File: src/rtl/button_event_ctrl_pkg.sv
// button_event_ctrl_pkg: shared FSM/owner encodings and width helper for the button event controller
package button_event_ctrl_pkg;

    localparam logic [1:0] IDLE     = 2'd0;
    localparam logic [1:0] PRESS    = 2'd1;
    localparam logic [1:0] REPEAT   = 2'd2;
    localparam logic [1:0] WAIT_REL = 2'd3;

    localparam logic OWN_UP = 1'b0;
    localparam logic OWN_DN = 1'b1;

    function automatic int ceillog2(input int v);
        int r;
        r = 0;
        while ((1 << r) < v) r++;
        return r;
    endfunction

endpackage

File: src/rtl/event_tick_gen.sv
// event_tick_gen: free-running prescaler emitting a one-clk tick every N_TICK clocks, with sync clear
module event_tick_gen
    import button_event_ctrl_pkg::*;
#(
    parameter int N_TICK = 50000
) (
    input  logic clk,
    input  logic rst_a_p,
    input  logic i_clr,
    output logic o_tick
);

    localparam int W = ceillog2(N_TICK);

    logic [W-1:0] r_cnt;

    assign o_tick = (r_cnt == W'(N_TICK - 1));

    // Count 0..N_TICK-1; restart on clear or on the terminal count.
    always_ff @(posedge clk or posedge rst_a_p) begin
        if (rst_a_p)
            r_cnt <= '0;
        else if (i_clr || o_tick)
            r_cnt <= '0;
        else
            r_cnt <= r_cnt + 1'b1;
    end

endmodule

File: src/rtl/button_event_ctrl.sv
// button_event_ctrl: debounced button levels to prioritised one-clk commands with long-press auto-repeat
module button_event_ctrl
    import button_event_ctrl_pkg::*;
#(
    parameter int N_TICK       = 50000,
    parameter int HOLD_TICKS   = 500,
    parameter int REPEAT_TICKS = 100
) (
    input  logic       clk,
    input  logic       rst_a_p,
    input  logic       btn_up,
    input  logic       btn_dn,
    input  logic       btn_clr,
    output logic       inc_pulse,
    output logic       dec_pulse,
    output logic       clr_pulse,
    output logic       repeat_active,
    output logic [1:0] state_o
);

    localparam int TW = ceillog2((HOLD_TICKS > REPEAT_TICKS ? HOLD_TICKS : REPEAT_TICKS) + 1);

    logic [2:0]    r_sync1, r_sync2;
    logic [1:0]    r_state, w_nstate;
    logic          r_own, w_nown;
    logic [TW-1:0] r_tk, w_ntk, w_lim;
    logic          r_inc, r_dec, r_clr, r_rep;
    logic          w_inc, w_dec, w_clr;
    logic          w_up, w_dn, w_cl, w_any, w_own_lvl, w_tick, w_tmr_clr;

    assign w_up      = r_sync2[0];
    assign w_dn      = r_sync2[1];
    assign w_cl      = r_sync2[2];
    assign w_any     = |r_sync2;
    assign w_own_lvl = (r_own == OWN_UP) ? w_up : w_dn;
    assign w_tmr_clr = !(r_state == PRESS || r_state == REPEAT);
    assign w_lim     = (r_state == PRESS) ? TW'(HOLD_TICKS - 1) : TW'(REPEAT_TICKS - 1);

    event_tick_gen #(.N_TICK(N_TICK)) u_tick (
        .clk    (clk),
        .rst_a_p(rst_a_p),
        .i_clr  (w_tmr_clr),
        .o_tick (w_tick)
    );

    // Two-flop synchronisers; reset to pressed so a button held through reset is ignored.
    always_ff @(posedge clk or posedge rst_a_p) begin
        if (rst_a_p) begin
            r_sync1 <= '1;
            r_sync2 <= '1;
        end else begin
            r_sync1 <= {btn_clr, btn_dn, btn_up};
            r_sync2 <= r_sync1;
        end
    end

    // Next-state and command decode: clear beats owner release beats tick.
    always_comb begin
        w_nstate = r_state;
        w_nown   = r_own;
        w_ntk    = r_tk;
        w_inc    = 1'b0;
        w_dec    = 1'b0;
        w_clr    = 1'b0;
        case (r_state)
            IDLE: begin
                if (w_cl) begin
                    w_clr    = 1'b1;
                    w_nstate = WAIT_REL;
                end else if (w_up || w_dn) begin
                    w_nown   = w_up ? OWN_UP : OWN_DN;
                    w_inc    = w_up;
                    w_dec    = !w_up;
                    w_ntk    = '0;
                    w_nstate = PRESS;
                end
            end
            PRESS, REPEAT: begin
                if (w_cl) begin
                    w_clr    = 1'b1;
                    w_nstate = WAIT_REL;
                end else if (!w_own_lvl) begin
                    w_nstate = w_any ? WAIT_REL : IDLE;
                end else if (w_tick) begin
                    if (r_tk == w_lim) begin
                        w_inc    = (r_own == OWN_UP);
                        w_dec    = (r_own == OWN_DN);
                        w_ntk    = '0;
                        w_nstate = REPEAT;
                    end else begin
                        w_ntk = r_tk + 1'b1;
                    end
                end
            end
            default: w_nstate = w_any ? WAIT_REL : IDLE;
        endcase
    end

    // State, tick counter and registered outputs; reset parks in WAIT_REL.
    always_ff @(posedge clk or posedge rst_a_p) begin
        if (rst_a_p) begin
            r_state <= WAIT_REL;
            r_own   <= OWN_UP;
            r_tk    <= '0;
            r_inc   <= 1'b0;
            r_dec   <= 1'b0;
            r_clr   <= 1'b0;
            r_rep   <= 1'b0;
        end else begin
            r_state <= w_nstate;
            r_own   <= w_nown;
            r_tk    <= w_ntk;
            r_inc   <= w_inc;
            r_dec   <= w_dec;
            r_clr   <= w_clr;
            r_rep   <= (w_nstate == REPEAT);
        end
    end

    assign inc_pulse     = r_inc;
    assign dec_pulse     = r_dec;
    assign clr_pulse     = r_clr;
    assign repeat_active = r_rep;
    assign state_o       = r_state;

endmodule

File: config.mk
export PLATFORM = sky130hd
export DESIGN_NAME = button_event_ctrl
export DESIGN_NICKNAME = d
export VERILOG_FILES = /design/src/rtl/button_event_ctrl_pkg.sv /design/src/rtl/event_tick_gen.sv /design/src/rtl/button_event_ctrl.sv
export SDC_FILE = /design/constraint.sdc
export NUM_CORES = 1
export LEC_CHECK = 0
export CAP_MARGIN = 20
export CORE_UTILIZATION = 60
export CTS_CLUSTER_DIAMETER = 200
export DETAILED_ROUTE_END_ITERATION = 6
export GPL_ROUTABILITY_DRIVEN = 0
export PLACE_DENSITY = 0.82
export SLEW_MARGIN = 40
export SYNTH_ARGS = -nofsm -noshare
export SYNTH_HDL_FRONTEND = slang
export SYNTH_HIERARCHICAL = 1
export SYNTH_SLANG_ARGS = --single-unit
File: constraint.sdc
create_clock -name clk -period 6 [get_ports clk]
set_clock_uncertainty 0.2 [all_clocks]
set_input_delay 0.9 -clock clk [delete_from_list [all_inputs] [get_ports clk]]
set_output_delay 0.9 -clock clk [all_outputs]
set_load 0.02 [all_outputs]
; Word level (Yosys, flattened, before mapping)
; Index checks and enable logic that the tools add are counted.
[classes]
add_sub_neg = 2
n_eq_ne = 10
n_mux = 35
n_bitwise = 2
reduce_logical = 12
[ops]
columns = op, n
row1 = $mux W9, 7
row2 = $pmux W9 S2, 1
row3 = $add A16 B1 Y16 const B, 1
row4 = $eq A16 B16 Y1 const B, 1
row5 = $mux W1, 16
row6 = $mux W16, 1
row7 = $mux W2, 7
row8 = $add A9 B1 Y9 const B, 1
row9 = $eq A9 B9 Y1, 1
row10 = $ne A2 B2 Y1 const B, 4
row11 = $reduce_and A6 Y1, 1
row12 = $reduce_or A3 Y1, 2
row13 = $eq A2 B2 Y1 const B, 2
row14 = $pmux W1 S2, 2
row15 = $pmux W2 S2, 1
row16 = $logic_or A1 B1 Y1, 3
row17 = $reduce_and A3 Y1, 1
row18 = $eq A2 B1 Y1 const B, 1
row19 = $logic_not A1 Y1, 2
row20 = $logic_not A2 Y1, 1
row21 = $ne A2 B1 Y1 const B, 1
row22 = $not A1 Y1, 2
row23 = $reduce_bool A2 Y1, 1
row24 = $reduce_or A2 Y1, 1
[totals]
regBits = 38
output_inout_bits = 6
elab_cells = 71

; Longest topological paths before layout
; Gate-level depths: netlist of run 1.
[logic_depth]
word_depth = 9
depth_mapped = 8

; Modules after synthesis
; The synthesis of run 1 kept the hierarchy.
[by_module_without_submodules]
columns = module, instances, cells_each, area_per_inst_um2, seq_area_each_um2
row1 = button_event_ctrl, 1, 120, 1237.4, 560.5
row2 = event_tick_gen, 1, 83, 862.1, 400.4

; Worst setup path before layout of run 1
; Ideal clock, no wire load.
[synth_timing]
kind = reg2reg
startpoint = reg r_state[1] (netlist: state_o[1])
endpoint = reg r_tk[4]
t_arrival_ps = 2125
t_required_ps = 5679
path_slack_ps = 3554
stages_incl_launch_ff = 7
path_buffers = 0
period_less_slack_ps = 2446
cell_sequence = dfstp_2 > inv_1 > ha_1 > or4_4 > a2111oi_4 > nor2_1 > a22o_2
[synth_via]
elab_chain_cells = 8
elab_cells_between_ends = 18
[synth_rtl]
columns = item, line
row1 = from (decl), button_event_ctrl.sv:24  ; logic [1:0] r_state, w_nstate;
row2 = from (signal assigned), button_event_ctrl.sv:110  ; r_state <= w_nstate;
row3 = $eq A2 B1 Y1, "button_event_ctrl.sv:37, button_event_ctrl.sv:65"
row4 = $mux W9, button_event_ctrl.sv:37  ; assign w_lim = (r_state == PRESS) ? TW'(HOLD_TICKS - 1) : TW'(REPEAT_TICKS - 1);
row5 = $eq A9 B9 Y1, button_event_ctrl.sv:85  ; if (r_tk == w_lim) begin
row6 = $mux W9, button_event_ctrl.sv:85
row7 = $mux W9, button_event_ctrl.sv:84  ; end else if (w_tick) begin
row8 = $mux W9, button_event_ctrl.sv:82  ; end else if (!w_own_lvl) begin
row9 = $mux W9, button_event_ctrl.sv:79  ; if (w_cl) begin
row10 = $pmux W9 S2, button_event_ctrl.sv:65  ; case (r_state)
row11 = to (signal assigned), button_event_ctrl.sv:112  ; r_tk <= w_ntk;
row12 = to (decl), button_event_ctrl.sv:26  ; logic [TW-1:0] r_tk, w_ntk, w_lim;
; Parallel ways exist; a longest one is shown, timed or not. The select of a mux whose other input is x is not followed.
; A chain may end at the register's enable or synchronous reset.

; Final worst setup path of run 1
[layout_timing]
startpoint = reg r_state[0] (netlist: state_o[0])
endpoint = out state_o[0]
[layout_lines]
columns = item, line
row1 = to (decl), button_event_ctrl.sv:18  ; output logic [1:0] state_o
; No word-level cell between the ends.

==> out/metrics.yaml, run 1 <==
die:
  dieArea_mm2: 0.003740
  boundaryPins: 11
  fp.dieW_um: 61.16
  rows: 21
  die_y_um: 61.16
  coreArea_mm2: 0.003337
  start_util_pct: 62.92
route:
  via_per_inst: 5.927
  drt-initial-drc-count: 85
  routed-via-count: 1547
  drc: 0
  routedWlPerCell_um: 14.62
  firstDrtPassIters: 4
  wirelength_um: 3815
  antenna_left: 0
critical_path:
  cp-end-kind: "output pin"
  path_class: "flip-flop to output pin"
  cpLargestDelayFamily: "buffers and inverters"
  cp.arrival_ns: 1.56
  path_max_fanout: 6
  path_cells: "clkdlybuf4s50_1"
  cp-start-kind: "flip-flop"
  path_buf_inv: 1
  cpPeakStageDelay_ns: 0.61
  cp_slowest_cell: "clkdlybuf4s50_1"
  worstPathRequired_ns: 4.90
finish:
  n_antenna_cell: 0
  drive_gt1_share_pct: 20.00
  area_delta_synth_final_pct: 7.092
  finalCoreUtilization_pct: 67.38
  nFillCells: 275
  final_cell_mix: "30 x dfrtp_1, 16 x nor2_1, 16 x o21ai_0"
  layout_commonest_cell: "dfrtp_1"
  nets: 224
clock_tree:
  post_cts_resized: 0
  numCtsBuffers: 5
  clockBufferDepth: 2
  cts_sinks: 38
  cts_setup_buffers: 0
  clk_pin_slew_ns: 0.12
  cts_tree: "built"
  root_buffer: "clkbuf_4"
  clock_latency_ns: 0.35
  h-tree-depth: 2
  holdBufCountCts: 0
pwr:
  ir_drop_mv: 0.2025
  p_leak_nw: 0.8541
  p_per_area_mw_per_mm2: 325.1
logic_synthesis:
  synth_edf_count: 0
  synth-seq-cells: 38
  yosysWarningCount: 6
  seq_area_frac_synth_pct: 45.77
  async_reset_ff_share_pct: 100.0
  syn_inst: 203
  syn_area_mm2: 0.002100
  yosys_most_used_dff: "dfrtp_1"
  synth.avg_cell_area_um2: 10.34
  synth.distinct_cells: 49
  syn_nets: 213
grt:
  grt_pass1_vias: 1517
  antenna_found_initial: 0
  grt_pass1_wl_um: 6499
  gr-usage-all-layers_pct: 24.25
  grt-ovfl-total: 0
  grt_max_degree: 23
sta:
  min_period_over_period_pct: 44.30
  max_freq_mhz: 376.2
  tightest_slew_ns: 0.6768
  rsz0062_at_grt: "false"
  hold_violations: 0
  min_period_ns: 2.658
  relSlewSlack_pct: 54.88
  setup_violations: 0
  final_max_slew_viol_count: 0
  totalNegativeSetupSlack_ns: 0
placement:
  io_buffers: 10
  dpl.hpwl_um: 2790
run:
  cap_violations: 0
status:
  status: "finished clean"
worst_hold_path:
  hold_path.class: "flip-flop to flip-flop"
-- final timing paths --
path | endpoint | startpoint | cells after the start | slack (ns)
worst min-delay path | r_sync2[2]$_DFF_PP1_ | r_sync1[2]$_DFF_PP1_ | 0 | 0.15
worst max register to register | r_tk[4]$_DFFE_PP0P_ | state_o[1]$_DFF_PP1_ | 6 | 3.50
worst max-delay path | state_o[0] | state_o[0]$_DFF_PP1_ | 1 | 3.34
worst min register to register | r_sync2[2]$_DFF_PP1_ | r_sync1[2]$_DFF_PP1_ | 0 | 0.15
max in group asynchronous | u_tick/r_cnt[14]$_DFF_PP0_ | rst_a_p | 2 | 4.47
min in group asynchronous | r_own$_DFFE_PP0P_ | rst_a_p | 2 | 0.69
-- metal layers --
metal	global-route usage, %	wire [µm]	share of wire [%]	up-vias
li1	-	-	-	751
met5	0	0	0	-
met3	4.832	119	3.1	11
met1	27.29	1598	42	752
met4	12.66	87	2.3	0
met2	43.32	2009	53	33
-- metrics by stage --
step	instances	hold WS, ns	total power (W)	instance area [µm²]	setup WS (ns)
CTS	261	0.1508	0.0007363	2248	3.325
finish	261	0.1476	0.0007310	2248	3.342
global route	261	0.1436	0.0007769	2248	3.264
detailed placement	253	0.1472	0.0005934	2185	3.516
global placement	253	0.1458	0.0005818	2185	3.572
floorplan	203	0.1452	0.0005738	2100	3.554
-- flip-flops by register name (all words and copies together) (netlist names), 2 cells and up --
signal,cells
u_tick/r_cnt,16
r_tk,9
r_sync1,3
r_sync2,3
state_o,2
-- Yosys cell counts (2+ instances only) --
master | instances | area, µm²
dfrtp_1 | 30 | 750.7
and3_1 | 2 | 12.51
buf_6 | 3 | 33.78
o211ai_1 | 2 | 15.01
a2111oi_4 | 2 | 55.05
a31oi_1 | 3 | 18.77
nor2b_1 | 3 | 18.77
or3_1 | 4 | 25.02
o21ai_0 | 16 | 80.08
or4_1 | 2 | 15.01
nor4_1 | 4 | 25.02
nor2_2 | 10 | 62.56
ha_1 | 5 | 62.56
xnor2_1 | 12 | 105.1
nand4_1 | 7 | 43.79
nor3_1 | 4 | 20.02
dfstp_2 | 8 | 210.2
o31ai_1 | 3 | 22.52
inv_1 | 11 | 41.29
or2b_2 | 2 | 17.52
a22o_1 | 4 | 35.03
a21oi_1 | 3 | 15.01
nand2_1 | 12 | 45.04
mux2_2 | 2 | 22.52
nor2_1 | 16 | 60.06
nor4bb_1 | 2 | 20.02
nand3_1 | 7 | 35.03
or2_2 | 2 | 12.51
xor2_1 | 2 | 17.52
-- cell families after synthesis --
kind of cell,share of synthesized area [%]
AO/OA/AOI/OAI,15.14
XOR/XNOR,5.840
adder cells (fa/ha/maj),2.980
buffers and inverters,5.423
flip-flops,45.77
multiplexers,1.549
AND/OR/NAND/NOR,23.30
-- power by group --
group	internal [W]	switching [W]	total [W]
clock network	0.0000563	0.0000858	0.000142
logic	0.0000995	0.000179	0.000278
registers	0.000287	0.0000238	0.000311
-- layout make-up --
cell class / count / area (µm²) / share of cell area, %
timing repair buffer: 10 / 100.1 / 4.452
clock buffer: 6 / 51.30 / 2.282
tap: 46 / 57.56 / 2.560
multi-input combinational: 148 / 1025 / 45.58
clock inverter: 2 / 12.51 / 0.5565
sequential: 38 / 960.9 / 42.74
inverter: 11 / 41.29 / 1.836
(Power assumes the default switching activity.)
==> run 2, diff against run 1 <==
CORE_UTILIZATION = 53   (was 60)
PLACE_DENSITY = 0.77   (was 0.82)
clock period = 2.2 ns   (was 6 ns; I/O delays follow)
==> run 2 against run 1 <==
Compared with the run above: the run now ends with setup timing left; final cell count is 9.6% higher; utilization is 1.5 points lower; setup slack worse by 3.4 ns; critical path depth is 5 higher; sequential share of layout area is 3.8 points lower; register-to-register slack worse by 3.5 ns; clock-buffer cell count stayed put; global-route usage is 3.1 points lower; non-clock buffer count is 23 higher; via count is 2.8% higher; die area is 13% higher; first-iteration DRC count is 24% lower; critical path type is now flip-flop to flip-flop.
==> out/metrics.yaml, run 2 (synthesis results as in run 1) <==
critical_path:
  reg2reg_slack_ns: -0.03
  worstPathRequired_ns: 2.17
  worstReg2RegStart: "state_o[1]$_DFF_PP1_"
  r2r-end: "r_tk[1]$_DFFE_PP0P_"
  r2r_cells: 6
  cp-end-kind: "flip-flop"
  cp.arrival_ns: 2.21
  path_class: "flip-flop to flip-flop"
  path_max_fanout: 3
  cp-start-kind: "flip-flop"
clock_tree:
  numCtsBuffers: 5
  cts_sinks: 38
  clk_pin_slew_ns: 0.07
  cts_tree: "built"
  root_buffer: "clkbuf_8"
  clock_latency_ns: 0.28
  clockBufferDepth: 2
  h-tree-depth: 2
  cts_setup_buffers: 0
grt:
  grt-ovfl-total: 0
  gr-usage-all-layers_pct: 21.10
  grt_pass1_wl_um: 6755
  grt_max_degree: 23
  grt_pass1_vias: 1565
  antenna_found_initial: 0
run:
  cap_violations: 0
placement:
  io_buffers: 10
  placed_area_mm2: 0.002375
  dpl.hpwl_um: 2834
die:
  rows: 22
  die_y_um: 64.94
  boundaryPins: 11
  dieArea_mm2: 0.004217
  coreArea_mm2: 0.003744
  start_util_pct: 56.08
  fp.dieW_um: 64.94
finish:
  layout_top_registers: "u_tick/r_cnt: 16 flops, r_tk: 9 flops"
  largest_reg_flops: 16
  final_design_area_no_fill_mm2: 0.002465
  final_cell_mix: "30 x dfrtp_1, 23 x buf_4, 16 x o21ai_0"
  drive_gt1_share_pct: 29.41
  nFillCells: 300
  layout_commonest_cell: "dfrtp_1"
  n_antenna_cell: 0
  nets: 247
  area_delta_synth_final_pct: 17.40
  regMostFlops: "u_tick/r_cnt"
  finalCoreUtilization_pct: 65.84
pwr:
  p_sw_w: 0.0008189
  ir_drop_mv: 0.5963
  fin_total_pwr_w: 0.002202
  p_sw_share_pct: 37.19
  p_per_area_mw_per_mm2: 893.3
  pwr-share-comb_pct: 41.7
  internal_power_w: 0.001383
  p_leak_nw: 0.9775
  p_seq_share_pct: 37.8
  clockPowerShare_pct: 20.4
route:
  via_per_inst: 5.563
  drt-initial-drc-count: 65
  routedWlPerCell_um: 13.39
  drc: 0
  firstDrtPassIters: 4
  wirelength_um: 3830
  antenna_left: 0
  routed-via-count: 1591
sta:
  max_freq_mhz: 447.7
  min_period_over_period_pct: 101.5
  final_max_slew_viol_count: 0
  layout_setup_ws_ns: -0.03378
  setup_violations: 6
  relSlewSlack_pct: 59.01
  whs_ns: 0.1566
  tightest_slew_ns: 0.6142
  hold_violations: 0
  min_period_ns: 2.234
  rsz0062_at_grt: "true"
status:
  violations: "setup timing"
  status: "complete, but fails checks"
worst_hold_path:
  hold_path.class: "flip-flop to flip-flop"
  hp-start: "r_sync1[2]$_DFF_PP1_"
  holdPathStages: 0
  hold_end: "r_sync2[2]$_DFF_PP1_"
-- run 2: cell types whose count changed in the layout (fill, tap and decap cells not counted), sizes merged --
cell | before | now
clkinvlp | 1 | 0
buf | 0 | 23
clkinv | 1 | 2
-- run 2: how the worst max path moves through the flow --
| stage | start | end | slack [ns] |
|---|---|---|---|
| after detailed placement | state_o[1]$_DFF_PP1_ | r_tk[4]$_DFFE_PP0P_ | -0.01 |
| after global routing | state_o[1]$_DFF_PP1_ | r_tk[1]$_DFFE_PP0P_ | -0.1 |
| after floorplan | state_o[1]$_DFF_PP1_ | r_tk[1]$_DFFE_PP0P_ | -0.05 |
| final | state_o[1]$_DFF_PP1_ | r_tk[1]$_DFFE_PP0P_ | -0.03 |
| after CTS | state_o[1]$_DFF_PP1_ | r_tk[4]$_DFFE_PP0P_ | -0.02 |
| after global placement | state_o[1]$_DFF_PP1_ | r_tk[1]$_DFFE_PP0P_ | 0.0005 |
-- run 2: repair_timing --
item / in CTS / in global routing
setup endpoints to repair: 7 / 28
resized for setup: 1 / 2
cloned: 0 / 0
hold buffers: 0 / 0
pin swaps: 1 / 5
-- run 2: power groups by stage --
stage / Clock, W / Sequential (W) / Combinational, W
6_report: 0.000450 / 0.000833 / 0.000919
5_1_grt: 0.000494 / 0.000841 / 0.00102
3_3_place_gp: 0 / 0.000842 / 0.000893
2_1_floorplan: 0 / 0.000891 / 0.000691
3_5_place_dp: 0 / 0.000844 / 0.000905
4_1_cts: 0.000462 / 0.000833 / 0.000913
-- run 2: metal layers --
| metal | vias to the layer above | routed length [µm] | global-route usage [%] |
|---|---|---|---|
| met5 | - | 0 | 0 |
| met4 | 0 | 27 | 5.833 |
| met2 | 26 | 1831 | 35.29 |
| met1 | 767 | 1869 | 26.60 |
| li1 | 794 | - | - |
| met3 | 4 | 100 | 5.810 |
-- run 2: area by class of cell --
class / instances / area (µm²) / share of cell area [%]
multi-input cells: 148 / 1047 / 42.49
well taps: 48 / 60.06 / 2.437
clock inverters: 2 / 10.01 / 0.4061
flip-flops and latches: 38 / 960.9 / 38.98
clock buffers: 6 / 72.57 / 2.944
inverters: 11 / 41.29 / 1.675
repair buffers: 33 / 272.8 / 11.07
-- run 2: stage by stage --
step | cells | setup TNS [ns] | setup WS (ns)
2_1_floorplan | 203 | -0.1647 | -0.05001
3_3_place_gp | 278 | 0 | 0.0004960
3_5_place_dp | 278 | -0.01733 | -0.01148
4_1_cts | 286 | -0.07728 | -0.02345
5_1_grt | 286 | -0.8216 | -0.09905
6_report | 286 | -0.1126 | -0.03378
-- run 2: worst max-delay path, stage by stage, from the launching register on --
cell and delay, ns:
dfstp_2 0.54, inv_2 0.06, ha_4 0.15, or4_4 0.46, a2111oi_4 0.37, nor2_1 0.09, mux2_2 0.26
==> run 3, diff against run 2 <==
CAP_MARGIN = not set   (was 20)
==> results of run 3 <==
The final DEF is identical to that of run 2; final timing and power are the same.
